--- src/rtl/butterfly_dif.sv ---
// butterfly_dif: radix-2 decimation-in-frequency butterfly, 6-stage pipeline.
//   YP = XP + XQ
//   YQ = (XP - XQ) * TF   (complex; TF is fixed point, 1.0 = 2^FRACWIDTH)
// Optional build macro BUTTERFLY_DIF_ROUND_EN: round half up before the
// fractional shift. Without it the shift truncates (floor). Latency is the
// same in both builds.
// Handshake: VALID_IN qualifies the input set sampled on an EN-high rising
// edge. VALID_OUT marks the matching result 6 EN-high edges later. There is
// no back-pressure. EN=0 freezes the whole pipeline, including the outputs.
module butterfly_dif #(
    parameter int INWIDTH   = 16,
    parameter int FRACWIDTH = 13
) (
    input  logic                      CLK,
    input  logic                      RESET_N,
    input  logic                      EN,
    input  logic                      VALID_IN,
    input  logic signed [INWIDTH-1:0] XP_R,
    input  logic signed [INWIDTH-1:0] XP_I,
    input  logic signed [INWIDTH-1:0] XQ_R,
    input  logic signed [INWIDTH-1:0] XQ_I,
    input  logic signed [INWIDTH-1:0] TF_R,
    input  logic signed [INWIDTH-1:0] TF_I,
    output logic                      VALID_OUT,
    output logic signed [INWIDTH:0]   YP_R,
    output logic signed [INWIDTH:0]   YP_I,
    output logic signed [INWIDTH:0]   YQ_R,
    output logic signed [INWIDTH:0]   YQ_I
);

    localparam int W1 = INWIDTH + 1;       // sum / difference / output width
    localparam int PW = 2 * INWIDTH + 1;   // partial product width
    localparam int SW = 2 * INWIDTH + 2;   // accumulated product width

    // Output clamp limits, expressed at the wide (pre-saturation) width.
    localparam logic signed [SW-1:0] SAT_MAX = $signed({{(SW-INWIDTH){1'b0}}, {INWIDTH{1'b1}}});
    localparam logic signed [SW-1:0] SAT_MIN = $signed({{(SW-INWIDTH){1'b1}}, {INWIDTH{1'b0}}});
`ifdef BUTTERFLY_DIF_ROUND_EN
    // Half an LSB of the scaled result.
    localparam logic signed [SW-1:0] RND = $signed({{(SW-1){1'b0}}, 1'b1} << (FRACWIDTH - 1));
`endif

    // Sign-extension helpers for the multiply and accumulate widths.
    function automatic logic signed [W1-1:0] ext_w1(input logic signed [INWIDTH-1:0] a);
        return $signed({a[INWIDTH-1], a});
    endfunction

    function automatic logic signed [PW-1:0] ext_pw_d(input logic signed [W1-1:0] a);
        return $signed({{(PW-W1){a[W1-1]}}, a});
    endfunction

    function automatic logic signed [PW-1:0] ext_pw_t(input logic signed [INWIDTH-1:0] a);
        return $signed({{(PW-INWIDTH){a[INWIDTH-1]}}, a});
    endfunction

    function automatic logic signed [SW-1:0] ext_sw(input logic signed [PW-1:0] a);
        return $signed({a[PW-1], a});
    endfunction

    function automatic logic signed [W1-1:0] sat(input logic signed [SW-1:0] a);
        if (a > SAT_MAX) begin
            return SAT_MAX[W1-1:0];
        end else if (a < SAT_MIN) begin
            return SAT_MIN[W1-1:0];
        end else begin
            return a[W1-1:0];
        end
    endfunction

    // S1: registered inputs
    logic signed [INWIDTH-1:0] xp_r_q, xp_i_q, xq_r_q, xq_i_q, tf_r1_q, tf_i1_q;
    logic signed [INWIDTH-1:0] xp_r_d, xp_i_d, xq_r_d, xq_i_d, tf_r1_d, tf_i1_d;
    // S2: sum, difference, twiddle delayed to meet the difference
    logic signed [W1-1:0]      sum_r2_q, sum_i2_q, dif_r_q, dif_i_q;
    logic signed [W1-1:0]      sum_r2_d, sum_i2_d, dif_r_d, dif_i_d;
    logic signed [INWIDTH-1:0] tf_r2_q, tf_i2_q, tf_r2_d, tf_i2_d;
    // S3: partial products
    logic signed [W1-1:0]      sum_r3_q, sum_i3_q, sum_r3_d, sum_i3_d;
    logic signed [PW-1:0]      p_rr_q, p_ii_q, p_ri_q, p_ir_q;
    logic signed [PW-1:0]      p_rr_d, p_ii_d, p_ri_d, p_ir_d;
    // S4: complex product
    logic signed [W1-1:0]      sum_r4_q, sum_i4_q, sum_r4_d, sum_i4_d;
    logic signed [SW-1:0]      pr_q, pi_q, pr_d, pi_d;
    // S5: scaled product
    logic signed [W1-1:0]      sum_r5_q, sum_i5_q, sum_r5_d, sum_i5_d;
    logic signed [SW-1:0]      sc_r_q, sc_i_q, sc_r_d, sc_i_d;
    // S6: outputs
    logic signed [W1-1:0]      yp_r_q, yp_i_q, yq_r_q, yq_i_q;
    logic signed [W1-1:0]      yp_r_d, yp_i_d, yq_r_d, yq_i_d;
    // Valid shift register, bit 0 = S1, bit 5 = S6
    logic [5:0]                valid_q, valid_d;

    // Next-value computation for every pipeline stage.
    always_comb begin
        // S1
        xp_r_d  = XP_R;
        xp_i_d  = XP_I;
        xq_r_d  = XQ_R;
        xq_i_d  = XQ_I;
        tf_r1_d = TF_R;
        tf_i1_d = TF_I;
        // S2: one extra bit makes the sum and difference exact
        sum_r2_d = ext_w1(xp_r_q) + ext_w1(xq_r_q);
        sum_i2_d = ext_w1(xp_i_q) + ext_w1(xq_i_q);
        dif_r_d  = ext_w1(xp_r_q) - ext_w1(xq_r_q);
        dif_i_d  = ext_w1(xp_i_q) - ext_w1(xq_i_q);
        tf_r2_d  = tf_r1_q;
        tf_i2_d  = tf_i1_q;
        // S3
        sum_r3_d = sum_r2_q;
        sum_i3_d = sum_i2_q;
        p_rr_d   = ext_pw_d(dif_r_q) * ext_pw_t(tf_r2_q);
        p_ii_d   = ext_pw_d(dif_i_q) * ext_pw_t(tf_i2_q);
        p_ri_d   = ext_pw_d(dif_r_q) * ext_pw_t(tf_i2_q);
        p_ir_d   = ext_pw_d(dif_i_q) * ext_pw_t(tf_r2_q);
        // S4
        sum_r4_d = sum_r3_q;
        sum_i4_d = sum_i3_q;
        pr_d     = ext_sw(p_rr_q) - ext_sw(p_ii_q);
        pi_d     = ext_sw(p_ri_q) + ext_sw(p_ir_q);
        // S5: drop the twiddle fraction bits
        sum_r5_d = sum_r4_q;
        sum_i5_d = sum_i4_q;
`ifdef BUTTERFLY_DIF_ROUND_EN
        sc_r_d   = (pr_q + RND) >>> FRACWIDTH;
        sc_i_d   = (pi_q + RND) >>> FRACWIDTH;
`else
        sc_r_d   = pr_q >>> FRACWIDTH;
        sc_i_d   = pi_q >>> FRACWIDTH;
`endif
        // S6: the sum path needs no clamp, the product path does
        yp_r_d   = sum_r5_q;
        yp_i_d   = sum_i5_q;
        yq_r_d   = sat(sc_r_q);
        yq_i_d   = sat(sc_i_q);
        // Valid travels alongside the data
        valid_d  = {valid_q[4:0], VALID_IN};
    end

    // Pipeline registers: async clear, advance only when EN is high.
    always_ff @(posedge CLK or negedge RESET_N) begin
        if (!RESET_N) begin
            xp_r_q   <= '0;
            xp_i_q   <= '0;
            xq_r_q   <= '0;
            xq_i_q   <= '0;
            tf_r1_q  <= '0;
            tf_i1_q  <= '0;
            sum_r2_q <= '0;
            sum_i2_q <= '0;
            dif_r_q  <= '0;
            dif_i_q  <= '0;
            tf_r2_q  <= '0;
            tf_i2_q  <= '0;
            sum_r3_q <= '0;
            sum_i3_q <= '0;
            p_rr_q   <= '0;
            p_ii_q   <= '0;
            p_ri_q   <= '0;
            p_ir_q   <= '0;
            sum_r4_q <= '0;
            sum_i4_q <= '0;
            pr_q     <= '0;
            pi_q     <= '0;
            sum_r5_q <= '0;
            sum_i5_q <= '0;
            sc_r_q   <= '0;
            sc_i_q   <= '0;
            yp_r_q   <= '0;
            yp_i_q   <= '0;
            yq_r_q   <= '0;
            yq_i_q   <= '0;
            valid_q  <= '0;
        end else if (EN) begin
            xp_r_q   <= xp_r_d;
            xp_i_q   <= xp_i_d;
            xq_r_q   <= xq_r_d;
            xq_i_q   <= xq_i_d;
            tf_r1_q  <= tf_r1_d;
            tf_i1_q  <= tf_i1_d;
            sum_r2_q <= sum_r2_d;
            sum_i2_q <= sum_i2_d;
            dif_r_q  <= dif_r_d;
            dif_i_q  <= dif_i_d;
            tf_r2_q  <= tf_r2_d;
            tf_i2_q  <= tf_i2_d;
            sum_r3_q <= sum_r3_d;
            sum_i3_q <= sum_i3_d;
            p_rr_q   <= p_rr_d;
            p_ii_q   <= p_ii_d;
            p_ri_q   <= p_ri_d;
            p_ir_q   <= p_ir_d;
            sum_r4_q <= sum_r4_d;
            sum_i4_q <= sum_i4_d;
            pr_q     <= pr_d;
            pi_q     <= pi_d;
            sum_r5_q <= sum_r5_d;
            sum_i5_q <= sum_i5_d;
            sc_r_q   <= sc_r_d;
            sc_i_q   <= sc_i_d;
            yp_r_q   <= yp_r_d;
            yp_i_q   <= yp_i_d;
            yq_r_q   <= yq_r_d;
            yq_i_q   <= yq_i_d;
            valid_q  <= valid_d;
        end
    end

    assign VALID_OUT = valid_q[5];
    assign YP_R      = yp_r_q;
    assign YP_I      = yp_i_q;
    assign YQ_R      = yq_r_q;
    assign YQ_I      = yq_i_q;

endmodule

--- config.mk ---
export PLATFORM = sky130hd
export DESIGN_NAME = butterfly_dif
export DESIGN_NICKNAME = d
export VERILOG_FILES = /design/src/rtl/butterfly_dif.sv
export SDC_FILE = /design/constraint.sdc
export NUM_CORES = 2
export LEC_CHECK = 0
export BUFFER_PORTS_ARGS = -buffer_cell sky130_fd_sc_hd__clkbuf_2
export CAP_MARGIN = 20
export CORE_ASPECT_RATIO = 1.25
export CORE_MARGIN = 2
export CORE_UTILIZATION = 45
export CTS_CLUSTER_DIAMETER = 120
export DETAILED_ROUTE_END_ITERATION = 8
export PLACE_DENSITY = 0.61
export SLEW_MARGIN = 25
export SYNTH_ARGS = -nofsm -noshare
export SYNTH_HDL_FRONTEND = slang
export SYNTH_SLANG_ARGS = --single-unit
--- constraint.sdc ---
create_clock -name CLK -period 8.2 [get_ports CLK]
set_input_delay 0.41 -clock CLK [delete_from_list [all_inputs] [get_ports CLK]]
set_output_delay 0.41 -clock CLK [all_outputs]
set_load 0.03 [all_outputs]
==> impl_metrics.csv <==
group,metric,value,unit
clock_tree,h-tree-depth,3,
worst_setup_path,reg2reg_depth,23,
worst_hold_path,hold_end,"xq_i_q[0]$_DFFE_PN0P_",
yosys,ys_warn_count,0,
worst_setup_path,crit_path_end_kind,"flop",
yosys,synth_cells,6778,
route,ant_nets,0,
global_route,antenna_found_initial,4,
sta,tightest_slew,1.060,ns
sta,finClkSkew,0.04074,ns
worst_setup_path,cpMostUsedCell,"fa_1",
yosys,async_flop_share,100.0,%
sta,finalMaxSlewViolations,0,
clock_tree,numCtsBuffers,69,
clock_tree,clkTransAtPathRegs,0.06,ns
global_route,grt_first_pass_wirelength,278.9,mm
worst_setup_path,cp-start-kind,"flop",
route,drc_errors,0,
floorplanning,die_w,351.2,microns
flow_run,maxCapViolCount,0,
worst_setup_path,r2r-end,"p_ri_q[32]$_DFFE_PN0P_",
yosys,ys_ff_latch,586,
sta,finalCritPeriodShare,89.69,%
route,routedWlPerCell,19.08,microns
clock_tree,clkLatencyLatePin,0.70,ns
cells_and_area,multiInputGateArea,46830,sq um
route,totalWireLength,171.3,mm
place,gp_congestion,0.9049,
worst_setup_path,rrSetupSlack,0.85,ns
worst_hold_path,holdPathStages,2,
sta,slew_headroom,29.32,%
clock_tree,root_buffer,"clkbuf_16",
sta,period_needed,7.355,ns
yosys,syn_nets,8450,
cells_and_area,seqCellArea,14670,sq um
sta,tns,0,ns
floorplanning,ios,169,
place,hpwl,134.4,mm
route,vias,46550,
route,drt_iter0_drc,2459,
worst_setup_path,cpMaxStageDelayCell,"dfrtp_1",
yosys,avgSynthCellArea,10.00,sq um
worst_setup_path,r2r_start,"dif_r_q[5]$_DFFE_PN0P_",
worst_setup_path,critPathMaxStageDelay,0.81,ns
cells_and_area,fillerInstances,13920,
floorplanning,core_area,150000,sq um
yosys,ys_types,79,
floorplanning,row_count,159,
sta,fmax,136.0,MHz
yosys,synthFlopType,"dfrtp_1",
sta,hold_violations,0,
worst_hold_path,min_from,"XQ_I[0]",
yosys,synth.cell_area,67810,sq um
worst_setup_path,arrival,7.88,ns
sta,rsz0062_at_grt,"false",
worst_setup_path,path_max_fanout,19,
yosys,synth_edf_count,0,
worst_setup_path,cp.required,8.73,ns
floorplanning,dieHeight,438.0,microns
cells_and_area,drive_gt1_share,12.14,%
clock_tree,cts.sinks,586,
route,viasPerCell,5.183,
route,first_pass_iters,6,
worst_setup_path,crit_chain,"buf_4, and2_1, fa_1, fa_1, ha_1, inv_1, fa_1, inv_1, fa_1, inv_1, fa_1, inv_1, ha_1, a2111oi_0, o21ai_1, a41oi_1, o21ai_1, a31oi_1, o21ai_1, a221o_1, a21oi_1, xnor2_1, a21oi_1",
worst_hold_path,holdCritPathClass,"in2reg",
clock_tree,clockBufferDepth,3,
global_route,grt-ovfl-total,0,
worst_setup_path,crit_type,"reg2reg",
floorplanning,start_util,45.21,%
cells_and_area,finalNetCount,8587,
yosys,ys_seq_area_share,21.62,%
clock_tree,cts_tree,"yes",
place,portBuffers,168,
cells_and_area,areaGrowthSynthToFinish,9.825,%
global_route,grt_pass1_vias,50380,
clock_tree,cts_resized,0,
global_route,track_usage,23.29,%
floorplanning,die-area,153800,sq um
global_route,grt_max_degree,149,
outcome,status,"finished, final reports clean",
sta,finalSetupViolations,0,
==> state kept, by name (all words and copies together) (netlist names), 21 cells and up <==
signal  cells
p_rr_q     33
p_ir_q     33
sc_i_q     21
pr_q       21
p_ii_q     33
sc_r_q     21
p_ri_q     33
pi_q       21
==> area by class of cell <==
type | instances | area share (%)
inverter | 1363 | 6.873
timing repair buffer | 388 | 3.837
tap | 2012 | 3.380
antenna | 2 | 0.006720
clock inverter | 39 | 0.7644
sequential | 586 | 19.70
clock buffer | 84 | 2.557
multi-input combinational | 4507 | 62.88
==> timing repair <==
action,4_1_cts,5_1_grt
hold buffers,97,0
hold endpoints to repair,186,0
buffers inserted,0,0
setup endpoints to repair,0,0
==> cell families after synthesis <==
kind of cell / after synthesis / synth area share [%]
AO/OA/AOI/OAI: 682 / 6.635
XOR/XNOR: 208 / 2.686
adder cells (fa/ha/maj): 1572 / 41.27
buffers and inverters: 1685 / 9.327
flip-flops: 586 / 21.62
multiplexers: 403 / 6.677
AND/OR/NAND/NOR: 1642 / 11.78
==> worst max-delay path: cells and delay by family (launching register included) <==
family                     cells  cell delay [ns]
AOI/OAI and AO/OA              9             2.54
buffers and inverters          5             0.59
adders and majority gates      7             2.93
and+or+nand+nor                1             0.19
xor gates and xnor gates       1             0.13
DFF                            1             0.81
==> how the worst max path moves through the flow <==
stage                           start                      to  slack [ns]  depth (start not counted)
2_1_floorplan  tf_r2_q[1]$_DFFE_PN0P_  p_rr_q[31]$_DFFE_PN0P_        1.77                         25
3_3_place_gp   dif_i_q[7]$_DFFE_PN0P_  p_ir_q[24]$_DFFE_PN0P_        1.01                         24
3_5_place_dp   tf_r2_q[5]$_DFFE_PN0P_  p_rr_q[32]$_DFFE_PN0P_        0.86                         21
4_1_cts        tf_r2_q[5]$_DFFE_PN0P_  p_rr_q[32]$_DFFE_PN0P_        0.86                         21
5_1_grt        dif_r_q[5]$_DFFE_PN0P_  p_ri_q[32]$_DFFE_PN0P_        0.35                         23
6_report       dif_r_q[5]$_DFFE_PN0P_  p_ri_q[32]$_DFFE_PN0P_        0.85                         23
==> stage by stage <==
| stage | instance area [sq um] | util, % | setup WS (ns) | cells | hold slack (ns) |
|---|---|---|---|---|---|
| 2_1_floorplan | 67810 | - | 1.774 | 6778 | 0.1144 |
| 4_1_cts | 74430 | 49.62 | 0.8588 | 8978 | 0.05303 |
| 3_3_place_gp | 70980 | 47.32 | 1.006 | 8758 | 0.4632 |
| 6_report | 74480 | 49.65 | 0.8454 | 8981 | 0.1009 |
| 5_1_grt | 74470 | 49.65 | 0.3513 | 8980 | 0.07603 |
| 3_5_place_dp | 70990 | 47.32 | 0.8625 | 8758 | 0.4688 |
==> placed cells by master, fill, tap and decap left out, types with 12 or more instances in the layout <==
| master | netlist | layout |
|---|---|---|
| o21a_1 | 31 | 31 |
| dfrtp_1 | 586 | 578 |
| nor2b_1 | 25 | 25 |
| clkbuf_16 | 0 | 70 |
| clkbuf_2 | 0 | 166 |
| buf_4 | 0 | 114 |
| o2bb2ai_1 | 36 | 36 |
| fa_1 | 1108 | 1108 |
| nand2b_1 | 38 | 38 |
| nor3_1 | 59 | 59 |
| ha_1 | 464 | 464 |
| nand3_1 | 33 | 33 |
| and3_1 | 21 | 21 |
| o21bai_1 | 39 | 39 |
| clkinv_2 | 0 | 12 |
| dlygate4sd3_1 | 0 | 97 |
| mux2_2 | 395 | 395 |
| a21oi_1 | 183 | 183 |
| a21o_1 | 73 | 73 |
| nand4_1 | 18 | 18 |
| a31oi_1 | 24 | 24 |
| xnor2_1 | 165 | 165 |
| a211oi_1 | 29 | 29 |
| inv_1 | 1361 | 1360 |
| nor2_1 | 220 | 218 |
| xor2_1 | 43 | 43 |
| o31ai_1 | 21 | 21 |
| o21ai_1 | 12 | 12 |
| and2_1 | 512 | 512 |
| nand2_1 | 666 | 666 |
| o21ai_0 | 136 | 136 |
==> Yosys cell counts, drive strengths merged, types with 25 or more instances <==
cell type / number / area [sq um]
dfrtp: 586 / 14660
xnor2: 165 / 1445
mux2: 395 / 4448
nand2b: 38 / 237.7
nand2: 666 / 2500
a21o: 73 / 548.0
xor2: 43 / 376.6
o21a: 31 / 232.7
fa: 1108 / 22180
o21bai: 39 / 292.8
and2: 512 / 3203
a211oi: 31 / 242.7
o21ai: 149 / 749.5
nor3: 59 / 295.3
ha: 464 / 5806
nor2: 220 / 825.8
clkbuf: 312 / 1171
a21oi: 186 / 942.2
nand3: 33 / 165.2
inv: 1361 / 5109
o2bb2ai: 36 / 315.3
nor2b: 25 / 156.4
==> layer usage <==
layer	GRT usage (%)	part of all wire [%]
met1	29.83	41
met3	3.179	4.6
met2	39.42	50
met5	0	0
met4	10.13	5.0
Power is left out: the tool's default activity adds up to more than one toggle a clock period on the data nets, which glitch-free logic cannot reach.
